**src/rtl/vc_crossbar4_alloc_pkg.sv**
```systemverilog
`default_nettype none
// ============================================================================
// Module   : vc_xbar_alloc_pkg
// Brief    : Shared constants and types for the 4x4 crossbar switch allocator.
// Revision : 1.0
// ============================================================================
package vc_xbar_alloc_pkg;

  localparam int NPORTS = 4;
  localparam int SELW   = 2;

  typedef enum logic [0:0] {
    IDLE   = 1'b0,
    LOCKED = 1'b1
  } state_t;

  typedef logic [SELW-1:0] port_idx_t;

endpackage
`default_nettype wire

```
**src/rtl/vc_crossbar4_alloc_if.sv**
```systemverilog
`default_nettype none
// ============================================================================
// Module   : vc_crossbar4_alloc_if
// Brief    : Beat-level val/rdy, routing and crossbar select bundle of the allocator.
// Revision : 1.0
// ============================================================================
interface vc_crossbar4_alloc_if;
  import vc_xbar_alloc_pkg::*;

  logic [NPORTS-1:0]      in_val;
  logic [NPORTS-1:0]      in_last;
  logic [SELW*NPORTS-1:0] in_dest;
  logic [NPORTS-1:0]      in_dom;
  logic [NPORTS-1:0]      out_dom;
  logic [NPORTS-1:0]      out_rdy;
  logic [NPORTS-1:0]      in_rdy;
  logic [NPORTS-1:0]      out_val;
  port_idx_t              sel0;
  port_idx_t              sel1;
  port_idx_t              sel2;
  port_idx_t              sel3;
  logic [NPORTS-1:0]      in_err;

  // Allocator side
  modport master (
    input  in_val, in_last, in_dest, in_dom, out_dom, out_rdy,
    output in_rdy, out_val, sel0, sel1, sel2, sel3, in_err
  );

  // Traffic / crossbar side
  modport slave (
    output in_val, in_last, in_dest, in_dom, out_dom, out_rdy,
    input  in_rdy, out_val, sel0, sel1, sel2, sel3, in_err
  );

endinterface
`default_nettype wire

```
**src/rtl/vc_crossbar4_alloc_rr_arb4.sv**
```systemverilog
`default_nettype none
// ============================================================================
// Module   : vc_rr_arb4
// Brief    : Combinational 4-way round-robin pick: first requester at or after ptr.
// Revision : 1.0
// ============================================================================
module vc_rr_arb4
  import vc_xbar_alloc_pkg::*;
(
  input  wire logic [NPORTS-1:0] i_req,
  input  wire port_idx_t         i_ptr,
  output logic      [NPORTS-1:0] o_gnt,
  output port_idx_t              o_idx,
  output logic                   o_any
);

  port_idx_t w_cand;

  // Scan from farthest to nearest so the candidate closest to ptr wins.
  always_comb begin
    o_gnt  = '0;
    o_idx  = i_ptr;
    o_any  = 1'b0;
    w_cand = i_ptr;
    for (int k = NPORTS - 1; k >= 0; k--) begin
      w_cand = i_ptr + port_idx_t'(k);
      if (i_req[w_cand]) begin
        o_gnt         = '0;
        o_gnt[w_cand] = 1'b1;
        o_idx         = w_cand;
        o_any         = 1'b1;
      end
    end
  end

endmodule
`default_nettype wire

```
**src/rtl/vc_crossbar4_alloc.sv**
```systemverilog
`default_nettype none
// ============================================================================
// Module   : vc_crossbar4_alloc
// Brief    : 4x4 crossbar switch allocator, per-output round-robin with wormhole lock.
//            XBAR_DOMAIN_ISOLATE_EN: block and drain H-domain packets bound for L outputs.
// Revision : 1.0
// ============================================================================
module vc_crossbar4_alloc
  import vc_xbar_alloc_pkg::*;
#(
  parameter bit        P_PKT_LOCK = 1'b1,
  parameter port_idx_t P_RR_INIT  = 2'd0
) (
  input  wire logic           clk,
  input  wire logic           reset,
  vc_crossbar4_alloc_if.master xb
);

  state_t    r_state [NPORTS];
  port_idx_t r_owner [NPORTS];
  port_idx_t r_ptr   [NPORTS];

  state_t    w_state_nxt [NPORTS];
  port_idx_t w_owner_nxt [NPORTS];
  port_idx_t w_ptr_nxt   [NPORTS];

  port_idx_t         w_dest [NPORTS];
  logic [NPORTS-1:0] w_req  [NPORTS];
  logic [NPORTS-1:0] w_unused_gnt [NPORTS];
  port_idx_t         w_gidx [NPORTS];
  logic [NPORTS-1:0] w_any;

  logic [NPORTS-1:0] w_blocked;
  logic [NPORTS-1:0] w_out_val;
  logic [NPORTS-1:0] w_in_rdy;
  logic [NPORTS-1:0] w_xfer;
  logic [NPORTS-1:0] w_release;

  always_comb begin
    for (int i = 0; i < NPORTS; i++) begin
      w_dest[i] = xb.in_dest[SELW*i +: SELW];
    end
  end

`ifdef XBAR_DOMAIN_ISOLATE_EN
  // An H input aimed at an L output never requests; its packet is drained instead.
  always_comb begin
    w_blocked = '0;
    for (int i = 0; i < NPORTS; i++) begin
      w_blocked[i] = xb.in_dom[i] && !xb.out_dom[w_dest[i]];
    end
  end
`else
  logic w_unused_dom;
  assign w_unused_dom = ^{xb.in_dom, xb.out_dom};
  assign w_blocked    = '0;
`endif

  // w_req is indexed [output][input]
  always_comb begin
    for (int j = 0; j < NPORTS; j++) begin
      w_req[j] = '0;
      for (int i = 0; i < NPORTS; i++) begin
        w_req[j][i] = xb.in_val[i] && (w_dest[i] == port_idx_t'(j)) && !w_blocked[i];
      end
    end
  end

  generate
    for (genvar j = 0; j < NPORTS; j++) begin : g_arb
      vc_rr_arb4 u_arb (
        .i_req (w_req[j]),
        .i_ptr (r_ptr[j]),
        .o_gnt (w_unused_gnt[j]),
        .o_idx (w_gidx[j]),
        .o_any (w_any[j])
      );
    end
  endgenerate

  // Datapath handshake: a locked output connects its owner's val/rdy straight through.
  always_comb begin
    w_out_val = '0;
    w_in_rdy  = '0;
    w_xfer    = '0;
    w_release = '0;
    for (int j = 0; j < NPORTS; j++) begin
      if (r_state[j] == LOCKED) begin
        w_out_val[j]           = xb.in_val[r_owner[j]];
        w_in_rdy[r_owner[j]]   = w_in_rdy[r_owner[j]] | xb.out_rdy[j];
        w_xfer[j]              = xb.in_val[r_owner[j]] && xb.out_rdy[j];
        w_release[j]           = w_xfer[j] && (!P_PKT_LOCK || xb.in_last[r_owner[j]]);
      end
    end
    for (int i = 0; i < NPORTS; i++) begin
      if (w_blocked[i] && xb.in_val[i] && !reset) begin
        w_in_rdy[i] = 1'b1;
      end
    end
  end

  always_comb begin
    for (int j = 0; j < NPORTS; j++) begin
      w_state_nxt[j] = r_state[j];
      w_owner_nxt[j] = r_owner[j];
      w_ptr_nxt[j]   = r_ptr[j];
      case (r_state[j])
        IDLE: begin
          if (w_any[j]) begin
            w_state_nxt[j] = LOCKED;
            w_owner_nxt[j] = w_gidx[j];
          end
        end
        LOCKED: begin
          // Ex-owner drops to lowest priority on release
          if (w_release[j]) begin
            w_state_nxt[j] = IDLE;
            w_ptr_nxt[j]   = r_owner[j] + port_idx_t'(1);
          end
        end
        default: w_state_nxt[j] = IDLE;
      endcase
    end
  end

  always_ff @(posedge clk or posedge reset) begin
    if (reset) begin
      for (int j = 0; j < NPORTS; j++) begin
        r_state[j] <= IDLE;
        r_owner[j] <= '0;
        r_ptr[j]   <= P_RR_INIT;
      end
    end else begin
      for (int j = 0; j < NPORTS; j++) begin
        r_state[j] <= w_state_nxt[j];
        r_owner[j] <= w_owner_nxt[j];
        r_ptr[j]   <= w_ptr_nxt[j];
      end
    end
  end

`ifdef XBAR_DOMAIN_ISOLATE_EN
  logic [NPORTS-1:0] r_err;

  always_ff @(posedge clk or posedge reset) begin
    if (reset) begin
      r_err <= '0;
    end else begin
      r_err <= xb.in_val & w_blocked & xb.in_last;
    end
  end

  assign xb.in_err = r_err;
`else
  assign xb.in_err = '0;
`endif

  assign xb.out_val = w_out_val;
  assign xb.in_rdy  = w_in_rdy;
  assign xb.sel0    = r_owner[0];
  assign xb.sel1    = r_owner[1];
  assign xb.sel2    = r_owner[2];
  assign xb.sel3    = r_owner[3];

endmodule
`default_nettype wire

```
**src/flat_wrapper.sv**
```systemverilog
// flat-port wrapper written by rule: the top's interface ports become plain ports
module vc_crossbar4_alloc_flat import vc_xbar_alloc_pkg::*;
#(
  parameter bit        P_PKT_LOCK = 1'b1,
  parameter port_idx_t P_RR_INIT  = 2'd0
)
  (clk, reset, xb_in_val, xb_in_last, xb_in_dest, xb_in_dom, xb_out_dom, xb_out_rdy, xb_in_rdy, xb_out_val, xb_sel0, xb_sel1, xb_sel2, xb_sel3, xb_in_err);
  vc_crossbar4_alloc_if xb_i ();
  input  wire logic clk;
  input  wire logic reset;
  input wire logic [$bits(xb_i.in_val)-1:0] xb_in_val;
  input wire logic [$bits(xb_i.in_last)-1:0] xb_in_last;
  input wire logic [$bits(xb_i.in_dest)-1:0] xb_in_dest;
  input wire logic [$bits(xb_i.in_dom)-1:0] xb_in_dom;
  input wire logic [$bits(xb_i.out_dom)-1:0] xb_out_dom;
  input wire logic [$bits(xb_i.out_rdy)-1:0] xb_out_rdy;
  output wire logic [$bits(xb_i.in_rdy)-1:0] xb_in_rdy;
  output wire logic [$bits(xb_i.out_val)-1:0] xb_out_val;
  output wire logic [$bits(xb_i.sel0)-1:0] xb_sel0;
  output wire logic [$bits(xb_i.sel1)-1:0] xb_sel1;
  output wire logic [$bits(xb_i.sel2)-1:0] xb_sel2;
  output wire logic [$bits(xb_i.sel3)-1:0] xb_sel3;
  output wire logic [$bits(xb_i.in_err)-1:0] xb_in_err;
  assign xb_i.in_val = xb_in_val;
  assign xb_i.in_last = xb_in_last;
  assign xb_i.in_dest = xb_in_dest;
  assign xb_i.in_dom = xb_in_dom;
  assign xb_i.out_dom = xb_out_dom;
  assign xb_i.out_rdy = xb_out_rdy;
  assign xb_in_rdy = xb_i.in_rdy;
  assign xb_out_val = xb_i.out_val;
  assign xb_sel0 = xb_i.sel0;
  assign xb_sel1 = xb_i.sel1;
  assign xb_sel2 = xb_i.sel2;
  assign xb_sel3 = xb_i.sel3;
  assign xb_in_err = xb_i.in_err;
  vc_crossbar4_alloc #(.P_PKT_LOCK(P_PKT_LOCK), .P_RR_INIT(P_RR_INIT)) u_core (.clk(clk), .reset(reset), .xb(xb_i));
endmodule
```
**config.mk**
```make
export PLATFORM = sky130hd
export DESIGN_NAME = vc_crossbar4_alloc_flat
export DESIGN_NICKNAME = d
export VERILOG_FILES = /design/src/rtl/vc_crossbar4_alloc_pkg.sv /design/src/rtl/vc_crossbar4_alloc_if.sv /design/src/rtl/vc_crossbar4_alloc_rr_arb4.sv /design/src/rtl/vc_crossbar4_alloc.sv /design/src/flat_wrapper.sv
export SDC_FILE = /design/constraint.sdc
export NUM_CORES = 1
export LEC_CHECK = 0
export CORE_AREA = 2 2 93 68
export CTS_BUF_LIST = sky130_fd_sc_hd__clkbuf_2 sky130_fd_sc_hd__clkbuf_4 sky130_fd_sc_hd__clkbuf_8
export CTS_CLUSTER_DIAMETER = 50
export CTS_CLUSTER_SIZE = 24
export DETAILED_ROUTE_END_ITERATION = 10
export DIE_AREA = 0 0 95 70
export PLACE_DENSITY = 0.61
export SLEW_MARGIN = 20
export SYNTH_ARGS = -nofsm -noshare
export SYNTH_HDL_FRONTEND = slang
export SYNTH_SLANG_ARGS = --single-unit
```
**constraint.sdc**
```tcl
create_clock -name clk -period 3.45 [get_ports clk]
set_input_delay 0.345 -clock clk [delete_from_list [all_inputs] [get_ports clk]]
set_output_delay 0.345 -clock clk [all_outputs]
set_load 0.01 [all_outputs]
```
After elaboration in Yosys (flattened, before gate mapping)
Cells that the tools add are included.
- add/subtract/negate cells: 16
- multipliers: 0
- divide/modulo/power cells: 0
- $lt $le $gt $ge: 24
- equality and inequality tests: 12
- shifts and indexed selects: 0
- mux-type cells: 123
- bitwise gates (word level): 9
- reduce and logical (&&, ||, !) cells: 40
- operator list (kind ; number):
    2-to-1 mux 1 bit ; 64
    less-than comparator 2 x 3 -> 1 bit (second input constant) ; 20
    binary-select mux 1 bit (select 2 bit) ; 28
    2-to-1 mux 2 bit ; 16
    logical AND 1 bit ; 28
    adder 2 x 1 -> 2 bit (second input constant) ; 8
    adder 2 bit (second input constant) ; 8
    == test 2 bit (second input constant) ; 8
    2-to-1 mux 4 bit ; 4
    AND reduction 2 bit ; 8
    bitwise mux 4 bit ; 3
    demux 1 bit (select 2 bit) ; 4
    == test 2 x 1 -> 1 bit (second input constant) ; 4
    greater-or-equal comparator 2 x 1 -> 1 bit (second input constant) ; 4
    zero test 2 bit ; 4
    one-hot mux 1 bit (2 select lines) ; 4
    AND 4 bit ; 1
    NOT 1 bit ; 4
    OR 1 bit ; 4
- bits in registers: 20
- latch bits: 0
- bits in writable memories: 0
- memory bits (read-only): 0
- memories: 0

Longest topological paths before layout
- depth in word-level cells: 21
- depth in mapped cells: 10
- mapped depth without buffers: 9

By module
Synthesis repeated with hierarchy kept, for this count alone.
- cells, all modules: 477
- area, all modules: 3945.0 µm²
- by module, submodules not included (module ; instances ; cells each ; area an instance (µm²) ; seq. area each (µm²)):
    vc_crossbar4_alloc ; 1 ; 183 ; 1783.0 ; 500.5
    vc_rr_arb4 (u_core.g_arb[0].u_arb ...) ; 3 ; 69 ; 498.0 ; 0.0
    vc_rr_arb4 (u_core.g_arb[3].u_arb) ; 1 ; 87 ; 668.1 ; 0.0

Least setup slack after synthesis
Ideal clock, no wire load.
- path kind: reg-to-output
- start point: register u_core.r_owner (netlist bit u_core.xb.sel1[0])
- end point: output port xb_in_rdy[3]
- arrival time: 2637 ps
- required time: 3105 ps
- setup slack: 468 ps
- stages on the path, launching flop included: 11
- buffers on the path: 1
- cell sequence: dfrtp_1 buf_2 inv_1 ha_1 mux2_4 a2111oi_2 nor3_2 a41oi_2 a221oi_2 or2_1 a41oi_1
- longest elaborated chain between the ends: 16
- elaborated cells between the ends (all ways): 20
- classes of those cells: order compare (2); mux (14); bitwise (3); reduce/logical (1)
- RTL lines (element ; RTL line ; RTL):
    from (decl) ; vc_crossbar4_alloc.sv:20 ; port_idx_t r_owner [NPORTS];
    from (signal, indexed assignment) ; vc_crossbar4_alloc.sv:136 ; r_owner[j] <= w_owner_nxt[j];
    less-than comparator 2 x 3 -> 1 bit (not written as such) or greater-or-equal comparator 2 x 1 -> 1 bit (tied branches) ; vc_crossbar4_alloc.sv:90 ; w_in_rdy[r_owner[j]] = w_in_rdy[r_owner[j]] | xb.out_rdy[j];
    logical AND 1 bit (not written as such) ; vc_crossbar4_alloc.sv:90 ;
    2-to-1 mux 1 bit (not written as such) ; vc_crossbar4_alloc.sv:90 ;
    demux 1 bit (select 2 bit) ; - ;
    bitwise mux 4 bit (*) ; vc_crossbar4_alloc.sv:90 ;
    2-to-1 mux 4 bit (*) ; vc_crossbar4_alloc.sv:88 ; if (r_state[j] == LOCKED) begin
    binary-select mux 1 bit (select 2 bit) ; vc_crossbar4_alloc.sv:90 ;
    2-to-1 mux 1 bit (not written as such) ; vc_crossbar4_alloc.sv:90 ;
    OR 1 bit ; vc_crossbar4_alloc.sv:90 ;
    bitwise mux 4 bit ; vc_crossbar4_alloc.sv:90 ;
    2-to-1 mux 4 bit (*) ; vc_crossbar4_alloc.sv:88 ;
    binary-select mux 1 bit (select 2 bit) ; vc_crossbar4_alloc.sv:90 ;
    2-to-1 mux 1 bit (not written as such) ; vc_crossbar4_alloc.sv:90 ;
    OR 1 bit ; vc_crossbar4_alloc.sv:90 ;
    bitwise mux 4 bit ; vc_crossbar4_alloc.sv:90 ;
    2-to-1 mux 4 bit (*) ; vc_crossbar4_alloc.sv:88 ;
    to (decl) ; flat_wrapper.sv:17 ; output wire logic [$bits(xb_i.in_rdy)-1:0] xb_in_rdy;
Every way passes the cells marked *; elsewhere a longest branch is shown, timed or not. The select of a mux whose other input is x is not followed.

Final worst setup path
- start point: register u_core.r_owner (netlist bit u_core.xb.sel1[1])
- end point: output port xb_in_rdy[3]
Same word-level chain as after synthesis.

==> flow_metrics.py <==
metrics = {
    "power": {
        "p_leak_nw": 1.18,
        "vdd_drop_max_mv": 0.358,
        "cellPowerDensity_mw_per_mm2": 858,
        "total_power_w": 0.00248,
    },
    "critical_path": {
        "worstPathMaxFanout": 5,
        "end_kind": "primary output",
        "cp_data_required_time_ps": 3110,
        "start_kind": "register",
        "path_class": "reg -> out",
        "path_cells": "buf_4 -> ha_1 -> mux2_4 -> a2111oi_4 -> nor3_4 -> a41oi_2 -> buf_4 -> a221oi_2 -> or2_1 -> a41oi_1 -> dlygate4sd2_1",
        "slowest_delay_ps": 420,
        "worstPathArrival_ps": 2970,
        "path_common_cell": "buf_4",
        "slowest_stage": "dfrtp_1",
    },
    "detailed_routing": {
        "drtIter0Drc": 87,
        "viasPerCell": 5.65,
        "via_count": 2154,
        "ant_nets": 0,
        "wl_per_cell_um": 15.8,
        "first_pass_iters": 5,
        "drt_wl_total_um": 6030,
        "route.detailed.drc": 0,
    },
    "logic_synthesis": {
        "avgSynthCellArea_um2": 8.81,
        "synth_area_mm2": 0.00220,
        "synth_edf_count": 0,
        "synth_top_area_share_pct": 22.7,
        "ys_warn_count": 0,
        "ys_top_cells_by_area": "dfrtp_1 23%, ha_1 9.1%, mux4_2 7.2%",
        "synth_commonest_cells": "26 x nand2_1, 22 x nor2_1, 20 x dfrtp_1, 19 x o21ai_0, 16 x ha_1",
        "synthDistinctLibCells": 57,
        "postSynth.topFlopCell": "dfrtp_1",
        "synthCells": 250,
        "async_reset_ff_share_pct": 100,
        "synth_most_common_cell": "nand2_1",
        "ys_seq_elements": 20,
        "yosys.area.top_type": "dfrtp_1",
        "seq_area_frac_synth_pct": 22.7,
    },
    "grt": {
        "grt_pass1_wl_um": 9720,
        "gr-usage-all-layers_pct": 18.5,
        "antenna_found_initial": 0,
        "grt_pass1_vias": 1958,
        "grt-ovfl-total": 0,
        "grt_max_degree": 21,
    },
    "finish": {
        "area_delta_synth_final_pct": 30.9,
        "antenna_cells": 0,
        "drive_gt1_share_pct": 17.5,
        "nets": 350,
        "final_util_pct": 48.8,
    },
    "timing": {
        "fmax_mhz": 302,
        "finalCritPeriodShare_pct": 96.1,
        "hold_viol": 0,
        "fin_worst_skew_ps": 0.849,
        "fin_crit_ps": 3320,
        "slew_headroom_pct": 46.4,
        "setup_viol": 0,
        "slew_violations": 0,
        "worstMarginPinSlew_ps": 804,
    },
    "die": {
        "initial_utilization_pct": 37.2,
        "boundaryPins": 50,
        "die_h_um": 70,
        "coreArea_mm2": 0.00592,
        "die-width_um": 95,
        "die_area_mm2": 0.00665,
        "num_rows": 24,
    },
    "status": {
        "outcome": "complete, no violations",
    },
    "cts": {
        "cts_made_buffers": 3,
        "cts_tree": "yes",
        "clock_latency_ps": 260,
        "htree_levels": 1,
        "root_buffer": "clkbuf_8",
        "cts_buffer_depth": 2,
        "numClockSinks": 20,
        "clk_pin_slew_ps": 70,
    },
    "worst_hold_path": {
        "hp-class": "in -> async",
    },
    "placed_design": {
        "io_buffer_count": 37,
        "gp_congestion": 0.826,
        "hpwl_um": 4680,
    },
    "job": {
        "drv_cap": 0,
    },
}
## placed cells by master, fill, tap and decap left out, drive strengths merged, types with 5 or more instances in the layout
cell and n:
clkdlybuf4s50 33, nand2 26, nor2 22, buf 20
dfrtp 20, o21ai 19, ha 16, inv 14
nand3 13, mux4 9, a31oi 7, and2 6
nand3b 6, mux2 6, mux2i 6, nor3b 5
a21oi 5, a41oi 5
## worst max-delay path: cells and delay by family (launching register included)
family / cells / cell delay (ps)
AO/OA/AOI/OAI: 4 / 840
buffers and inverters: 3 / 600
flip-flops: 1 / 420
AND/OR/NAND/NOR: 2 / 380
multiplexers: 1 / 290
adder cells (fa/ha/maj): 1 / 190
## state kept, by name, summed over array words and instances (netlist names)
signal and cells:
u_core.xb.sel1 2, u_core.xb.sel2 2, u_core.xb.sel0 2, u_core.r_state 4, u_core.r_ptr 8, u_core.xb.sel3 2
## layout make-up
type | count | area (µm²)
fillers | 593 | 3030
inverters | 14 | 52.6
multi-input cells | 208 | 1650
clock inverters | 1 | 30.0
clock buffers | 3 | 41.3
flip-flops and latches | 20 | 503
well taps | 78 | 97.6
repair buffers | 57 | 512
## metrics by stage
| step | instance area (µm²) | instances | hold slack [ps] | setup slack [ps] | setup TNS, ps |
|---|---|---|---|---|---|
| 4_1_cts | 2820 | 379 | 549 | 87.0 | 0 |
| 5_1_grt | 2880 | 381 | 584 | -21.9 | -21.9 |
| 6_report | 2880 | 381 | 533 | 134 | 0 |
| 3_5_place_dp | 2710 | 370 | 545 | 88.1 | 0 |
| 2_1_floorplan | 2210 | 253 | 309 | 468 | 0 |
| 3_3_place_gp | 2710 | 370 | 530 | 93.2 | 0 |
## routing by layer
metal	GRT usage, %	up-vias	wire, µm
li1	-	1050	-
met1	29.5	1028	3060
met2	26.7	72	2590
met3	1.40	4	334
met4	4.67	0	44
met5	0	-	0
## power by group
group	leakage (nW)	switching, W	internal [W]
Combinational	0.914	0.000783	0.000878
Sequential	0.232	0.000234	0.000347
Clock	0.0357	0.0000787	0.000155
Total	1.18	0.00110	0.00138
## cell families (layout without fill, tap and decap cells)
family,after synthesis,count (layout),share of synthesized area (%)
AND/OR/NAND/NOR,94,94,21.7
AO/OA/AOI/OAI,73,73,25.1
buffers and inverters,25,75,5.51
multiplexers,21,21,15.7
flip-flops,20,20,22.7
adder cells (fa/ha/maj),16,16,9.09
other,1,4,0.170
## path summary, 6_finish.rpt
kind	to	slack (ps)	start	depth (start not counted)
min in group clk	u_core.r_ptr[4]	560	u_core.r_ptr[4]	2
max in group asynchronous	u_core.xb.sel0[0]	2360	reset	2
worst min-delay path	u_core.r_state[0]	530	reset	2
worst min register to register	u_core.r_ptr[4]	560	u_core.r_ptr[4]	2
worst max register to register	u_core.r_ptr[3]	1450	u_core.xb.sel2[0]	5
worst max-delay path	xb_in_rdy[3]	130	u_core.xb.sel1[1]	11
## repair_timing
item,in CTS,in global routing
resized for setup,5,11
hold buffers,0,0
setup buffers,5,2
pin swaps,3,4
endpoints found under the setup margin,4,4
Power figures use the tool's default switching activity.
